===== src/rtl/vrp_skid_slice.sv =====
// Two-entry valid/ready skid slice: registers vld/pld downstream and rdy upstream so that
// arbiter and consumer share no combinational path; sustains one transfer per cycle.
module vrp_skid_slice #(
    parameter int PLD_WIDTH   = 32,
    parameter int STALL_CNT_W = 16
) (
    input  logic                   clk,
    input  logic                   rst_n,
    input  logic                   vld_s,
    output logic                   rdy_s,
    input  logic [PLD_WIDTH-1:0]   pld_s,
    output logic                   vld_m,
    input  logic                   rdy_m,
    output logic [PLD_WIDTH-1:0]   pld_m,
    output logic [1:0]             occ,
    output logic [STALL_CNT_W-1:0] stall_cnt
);

    localparam logic [1:0] EMPTY = 2'd0;
    localparam logic [1:0] ONE   = 2'd1;
    localparam logic [1:0] TWO   = 2'd2;

    logic [1:0]             state;
    logic [PLD_WIDTH-1:0]   main_reg;
    logic [PLD_WIDTH-1:0]   skid_reg;
    logic [STALL_CNT_W-1:0] cnt;
    logic                   in_hs;
    logic                   out_hs;

    // Outputs come from the state flop only; rst_n gates them so nothing handshakes in reset.
    assign rdy_s     = rst_n & (state != TWO);
    assign vld_m     = rst_n & (state != EMPTY);
    assign pld_m     = rst_n ? main_reg : '0;
    assign occ       = rst_n ? state : 2'd0;
    assign stall_cnt = cnt;

    assign in_hs  = vld_s & rdy_s;
    assign out_hs = vld_m & rdy_m;

    always_ff @(posedge clk) begin
        if (!rst_n) begin
            state    <= EMPTY;
            main_reg <= '0;
            skid_reg <= '0;
        end else begin
            case (state)
                EMPTY: begin
                    if (in_hs) begin
                        main_reg <= pld_s;
                        state    <= ONE;
                    end
                end
                ONE: begin
                    if (in_hs && out_hs) begin
                        main_reg <= pld_s;
                    end else if (in_hs) begin
                        skid_reg <= pld_s;
                        state    <= TWO;
                    end else if (out_hs) begin
                        state    <= EMPTY;
                    end
                end
                TWO: begin
                    if (out_hs) begin
                        main_reg <= skid_reg;
                        state    <= ONE;
                    end
                end
                default: state <= EMPTY;
            endcase
        end
    end

    // Saturating count of consecutive stalled cycles; naturally idle while EMPTY.
    always_ff @(posedge clk) begin
        if (!rst_n) begin
            cnt <= '0;
        end else if (out_hs) begin
            cnt <= '0;
        end else if (vld_m && !rdy_m && (cnt != {STALL_CNT_W{1'b1}})) begin
            cnt <= cnt + 1'b1;
        end
    end

endmodule


===== config.mk =====
export PLATFORM = sky130hd
export DESIGN_NAME = vrp_skid_slice
export DESIGN_NICKNAME = d
export VERILOG_FILES = /design/src/rtl/vrp_skid_slice.sv
export SDC_FILE = /design/constraint.sdc
export NUM_CORES = 1
export LEC_CHECK = 0
export BUFFER_PORTS_ARGS = -buffer_cell sky130_fd_sc_hd__buf_4
export CAP_MARGIN = 40
export CORE_MARGIN = 2
export CORE_UTILIZATION = 50
export CTS_BUF_LIST = sky130_fd_sc_hd__clkbuf_8
export DETAILED_ROUTE_END_ITERATION = 7
export GPL_TIMING_DRIVEN = 1
export PLACE_DENSITY = 0.77
export SYNTH_ARGS = -nofsm -noshare
export SYNTH_HDL_FRONTEND = slang
export SYNTH_SLANG_ARGS = --single-unit

===== constraint.sdc =====
create_clock -name clk -period 1.8 [get_ports clk]
set_input_delay 0.18 -clock clk [delete_from_list [all_inputs] [get_ports clk]]
set_output_delay 0.18 -clock clk [all_outputs]
set_load 0.03 [all_outputs]

## After elaboration in Yosys (flattened, before gate mapping)

Cells that the tools add are included.
Widths: inputs -> output; s select.

- Input bits: 36
- Output and inout bits: 52
- Bits in registers: 82
- Logic and storage cells: 43

- Reductions and logical operators: 11
- Bitwise gates (word level): 6
- Add/subtract/negate cells: 1
- Equal/unequal tests: 9
- Multiplexer cells: 12

Operators with widths:

| operator | count |
|---|---|
| $mux 32 | 4 |
| $pmux 32 s3 | 1 |
| $add 16x1->16 const B | 1 |
| $ne 16x16->1 const B | 1 |
| $mux 2 | 6 |
| $ne 2x2->1 const B | 5 |
| $reduce_and 4->1 | 2 |
| $pmux 2 s3 | 1 |
| $and 1x1->1 | 4 |
| $logic_and 1x1->1 | 3 |
| $ne 3x3->1 const B | 1 |
| $reduce_and 3->1 | 1 |
| $reduce_bool 3->1 | 1 |
| $eq 2x1->1 const B | 1 |
| $eq 2x2->1 const B | 1 |
| $logic_not 2->1 | 1 |
| $not 1->1 | 2 |
| $reduce_bool 2->1 | 1 |
| $reduce_or 2->1 | 1 |
| $logic_not 1->1 | 1 |

## Depth between registers and ports, before layout

- Depth in word-level cells: 7
- Mapped depth: 6
- Mapped depth without buffers: 5

## Least setup slack after synthesis

OpenSTA, ideal clock, no wires.

- Kind: register to register
- Start: register cnt[0] (netlist: stall_cnt[0])
- End: register cnt[6] (netlist: stall_cnt[6])
- Clock period less this slack: 1830 ps
- Arrival time: 1769 ps
- Setup time: 61 ps
- Setup slack: -30 ps
- Required time: 1739 ps
- Stages on the path, launching flop included: 6
- Path buffers: 0
- Path through: dfxtp_1 -> ha_1 -> and3_2 -> nand4_1 -> o21ai_0 -> o221a_1

- Cells in the longest elaborated chain, start to end: 2
- Elaborated cells on any way between the ends: 3
- Those cells by class: add/sub: 1; eq/ne: 1; reduce/logical: 1

Ends and longest elaborated chain:

| item | line | source |
|---|---|---|
| start: declaration | 26 | `logic [STALL_CNT_W-1:0] cnt;` |
| start signal: assignment | 81 | `cnt <= cnt + 1'b1;` |
| parallel branches: the longest is 2 deep, another holds $add 16x1->16 | - |  |

Parallel ways; which one is timed is not known.
A chain may end at the register's enable or synchronous reset.

## Worst setup path after layout

- Start: register cnt[0] (netlist: stall_cnt[0])
- End: register cnt[15] (netlist: stall_cnt[15])

The elaborated chain is that of the path after synthesis.

==> impl_metrics.json <==
{
  "status": "complete, no violations",
  "vdd_drop_max_uv": 567.2,
  "cts_max_path_buffers": 2,
  "yosys_warnings": 0,
  "antenna_found_initial": 0,
  "initialDrtViolationCount": 117,
  "syn-cell-area_um2": 3974,
  "grt_pass1_wl_um": 14700,
  "ant_nets": 0,
  "synth-simple-area-share": 0.2478,
  "crit_path_start_kind": "register",
  "ys_async_sr_fraction": 0,
  "dpl.hpwl_um": 6037,
  "vias": 3411,
  "place_congestion": 0.8343,
  "synth_compound_area_frac": 0.1993,
  "synthXorXnorAreaFrac": 0,
  "viasPerCell": 5.484,
  "cts.sinks": 82,
  "fp.dieW_um": 93.15,
  "dr_wl_met3_um": 517,
  "fillerInstances": 651,
  "crit_path_end_kind": "register",
  "crit_arrival_ns": 2.00,
  "ys_seq_elements": 82,
  "drive_above_1_share": 0.2635,
  "synth_fp_nets": 475,
  "cts_max_level": 3,
  "fin_total_pwr_mw": 3.830,
  "die_h_um": 93.15,
  "nets": 552,
  "cts_tree": "done",
  "rows": 32,
  "synth_area_leaders": "dfxtp_1 41%, mux2i_1 9.6%, o211a_1 8.1%",
  "path_max_fanout": 6,
  "grt_pass1_vias": 3160,
  "dpl.cell_count": 606,
  "synth_edf_count": 0,
  "fin_cells": 622,
  "hold_path_class": "input port to register",
  "syn_area_per_cell_um2": 9.073,
  "timing.setup.tns_ns": 0,
  "post_cts_buffers": 0,
  "finalCriticalPeriod_ns": 1.708,
  "finalCritPeriodShare": 0.9489,
  "top_layer": "met4",
  "fin_skew_ns": 0.01437,
  "ys_seq_area_frac": 0.4131,
  "ys_types": 41,
  "coreArea_um2": 7727,
  "antenna_cells": 0,
  "crit_family": "simple AND/OR/NAND/NOR gates",
  "netlist_instances": 438,
  "grtUsageTotal": 0.2090,
  "clk_latency_ns": 0.35,
  "cts.clk_slew.worst_paths_ns": 0.09,
  "ios": 88,
  "setup_viol": 0,
  "slew_headroom": 0.6992,
  "maxCapViolCount": 0,
  "crit_type": "register to register",
  "clockRootBuffer": "clkbuf_8",
  "final_hold_viol_count": 0,
  "numPortBuffers": 87,
  "synth.mux.area_fraction": 0.09572,
  "firstDrtPassIters": 4,
  "drc": 0,
  "wl_met1_um": 4027,
  "cellPowerDensity_nw_per_um2": 765.9,
  "max_stage_delay_ns": 0.48,
  "slew_violations": 0,
  "drt-total-wl_um": 8888,
  "areaGrowthSynthToFinish_pct": 25.85,
  "wl_met2_um": 4249,
  "path_cells": "ha_2 -> and3_4 -> and3_2 -> or4_1 -> a21oi_1",
  "die-area_um2": 8677,
  "grt_max_degree": 73,
  "cp_slowest_cell": "or4_1",
  "wl_per_cell_um": 14.29,
  "synth_area_leader_cell": "dfxtp_1",
  "rsz0062_at_grt": "no",
  "synth_fa_ha_area_frac": 0.003149,
  "p_leak_nw": 2.483,
  "grt-ovfl-total": 0,
  "synth_top_area_share": 0.4131,
  "synth_top_family_by_area": "simple AND/OR/NAND/NOR gates",
  "cts-buffers-inserted": 9,
  "synthFlopType": "dfxtp_1",
  "fmax_mhz": 585.5,
  "postLayoutCoreUtil": 0.6472,
  "cp_data_required_time_ns": 2.09,
  "worst_pin_slew_ns": 0.4513,
  "start_util": 0.5142,
  "cp.buffers_inverters": 0
}
## cells by family (layout without fill, tap and decap cells)
logic type,after synthesis,after routing
flops,82,82
fa+ha+maj,1,1
compound gates,95,95
mux,38,38
buf+inv,38,120
simple gates,184,184
## per-layer routing
metal,vias up,track usage
li1,1725,-
met1,1595,0.2740
met2,82,0.3333
met3,9,0.06285
met4,0,0.06250
met5,-,0
## report_power, final
group	switching [mW]	total (mW)	internal [mW]
clock	0.675	1.31	0.639
combinational	0.317	0.583	0.265
sequential	0.0417	1.93	1.89
## cell usage in the layout (no fill, tap or decap), types with 2 or more instances in the layout
| master | count |
|---|---|
| mux2i_1 | 37 |
| buf_12 | 5 |
| a211o_1 | 2 |
| clkbuf_8 | 9 |
| o31ai_1 | 5 |
| dfxtp_1 | 78 |
| or4_1 | 6 |
| and3_2 | 2 |
| and3_1 | 2 |
| and4_1 | 2 |
| and4_2 | 3 |
| o311ai_0 | 2 |
| nand3_1 | 36 |
| clkinv_2 | 2 |
| o211a_1 | 32 |
| buf_4 | 95 |
| inv_1 | 5 |
| nand4_1 | 3 |
| a41oi_1 | 2 |
| nand2_1 | 73 |
| and2_1 | 40 |
| o41ai_1 | 3 |
| a21boi_0 | 32 |
| o211ai_1 | 2 |
| dfxtp_2 | 4 |
| a21oi_1 | 8 |
| nand2b_1 | 4 |
## area by class of cell
| type | instances | area (um2) | share of cell area |
|---|---|---|---|
| tap | 102 | 127.6 | 0.02552 |
| inverter | 4 | 15.01 | 0.003002 |
| clock inverter | 7 | 68.82 | 0.01376 |
| timing repair buffer | 100 | 813.3 | 0.1626 |
| sequential | 82 | 1647 | 0.3292 |
| multi-input combinational | 318 | 2206 | 0.4411 |
| clock buffer | 9 | 123.9 | 0.02477 |
## metrics by stage
stage | setup slack, ns | hold WS [ns] | area, um2
after floorplan | 0.002293 | 0.3249 | 3975
after global placement | 0.07736 | 0.4476 | 4786
after detailed placement | -0.005660 | 0.4556 | 4786
after CTS | 0.009879 | 0.07723 | 4984
after global routing | 0.003534 | 0.08753 | 5001
final | 0.09191 | 0.08682 | 5001
## cell usage after synthesis, types with 5 or more instances
library cell  instances
mux2i_1              38
nand2_1              73
nand3_1              37
buf_2                 8
clkbuf_1             25
and2_1               40
a21boi_0             32
nand2b_1              5
dfxtp_1              82
o31ai_1               5
a21oi_1               8
or4_1                 6
o211a_1              32
## tightest hold or removal path, stage by stage
cell      delay (ns)
buf_4           0.11
nand2_1         0.04
a21boi_0        0.06
## final timing paths
kind                             startpoint                         end  slack (ns)  cells after the start
setup reg to reg  stall_cnt[0]$_SDFFE_PP0P_  stall_cnt[15]$_SDFFE_PP0P_        0.09                      5
hold reg to reg    skid_reg[5]$_SDFFE_PN0P_    skid_reg[5]$_SDFFE_PN0P_        0.46                      2
hold / removal                    pld_s[12]   skid_reg[12]$_SDFFE_PN0P_        0.09                      3
setup / recovery  stall_cnt[0]$_SDFFE_PP0P_  stall_cnt[15]$_SDFFE_PP0P_        0.09                      5
## timing repair
| item | in CTS | in global routing |
|---|---|---|
| resized for setup | 2 | 6 |
| gates cloned | 0 | 0 |
| setup endpoints to repair | 2 | 38 |
| hold buffers | 0 | 0 |
No activity file was read; power rests on OpenSTA's default activity.
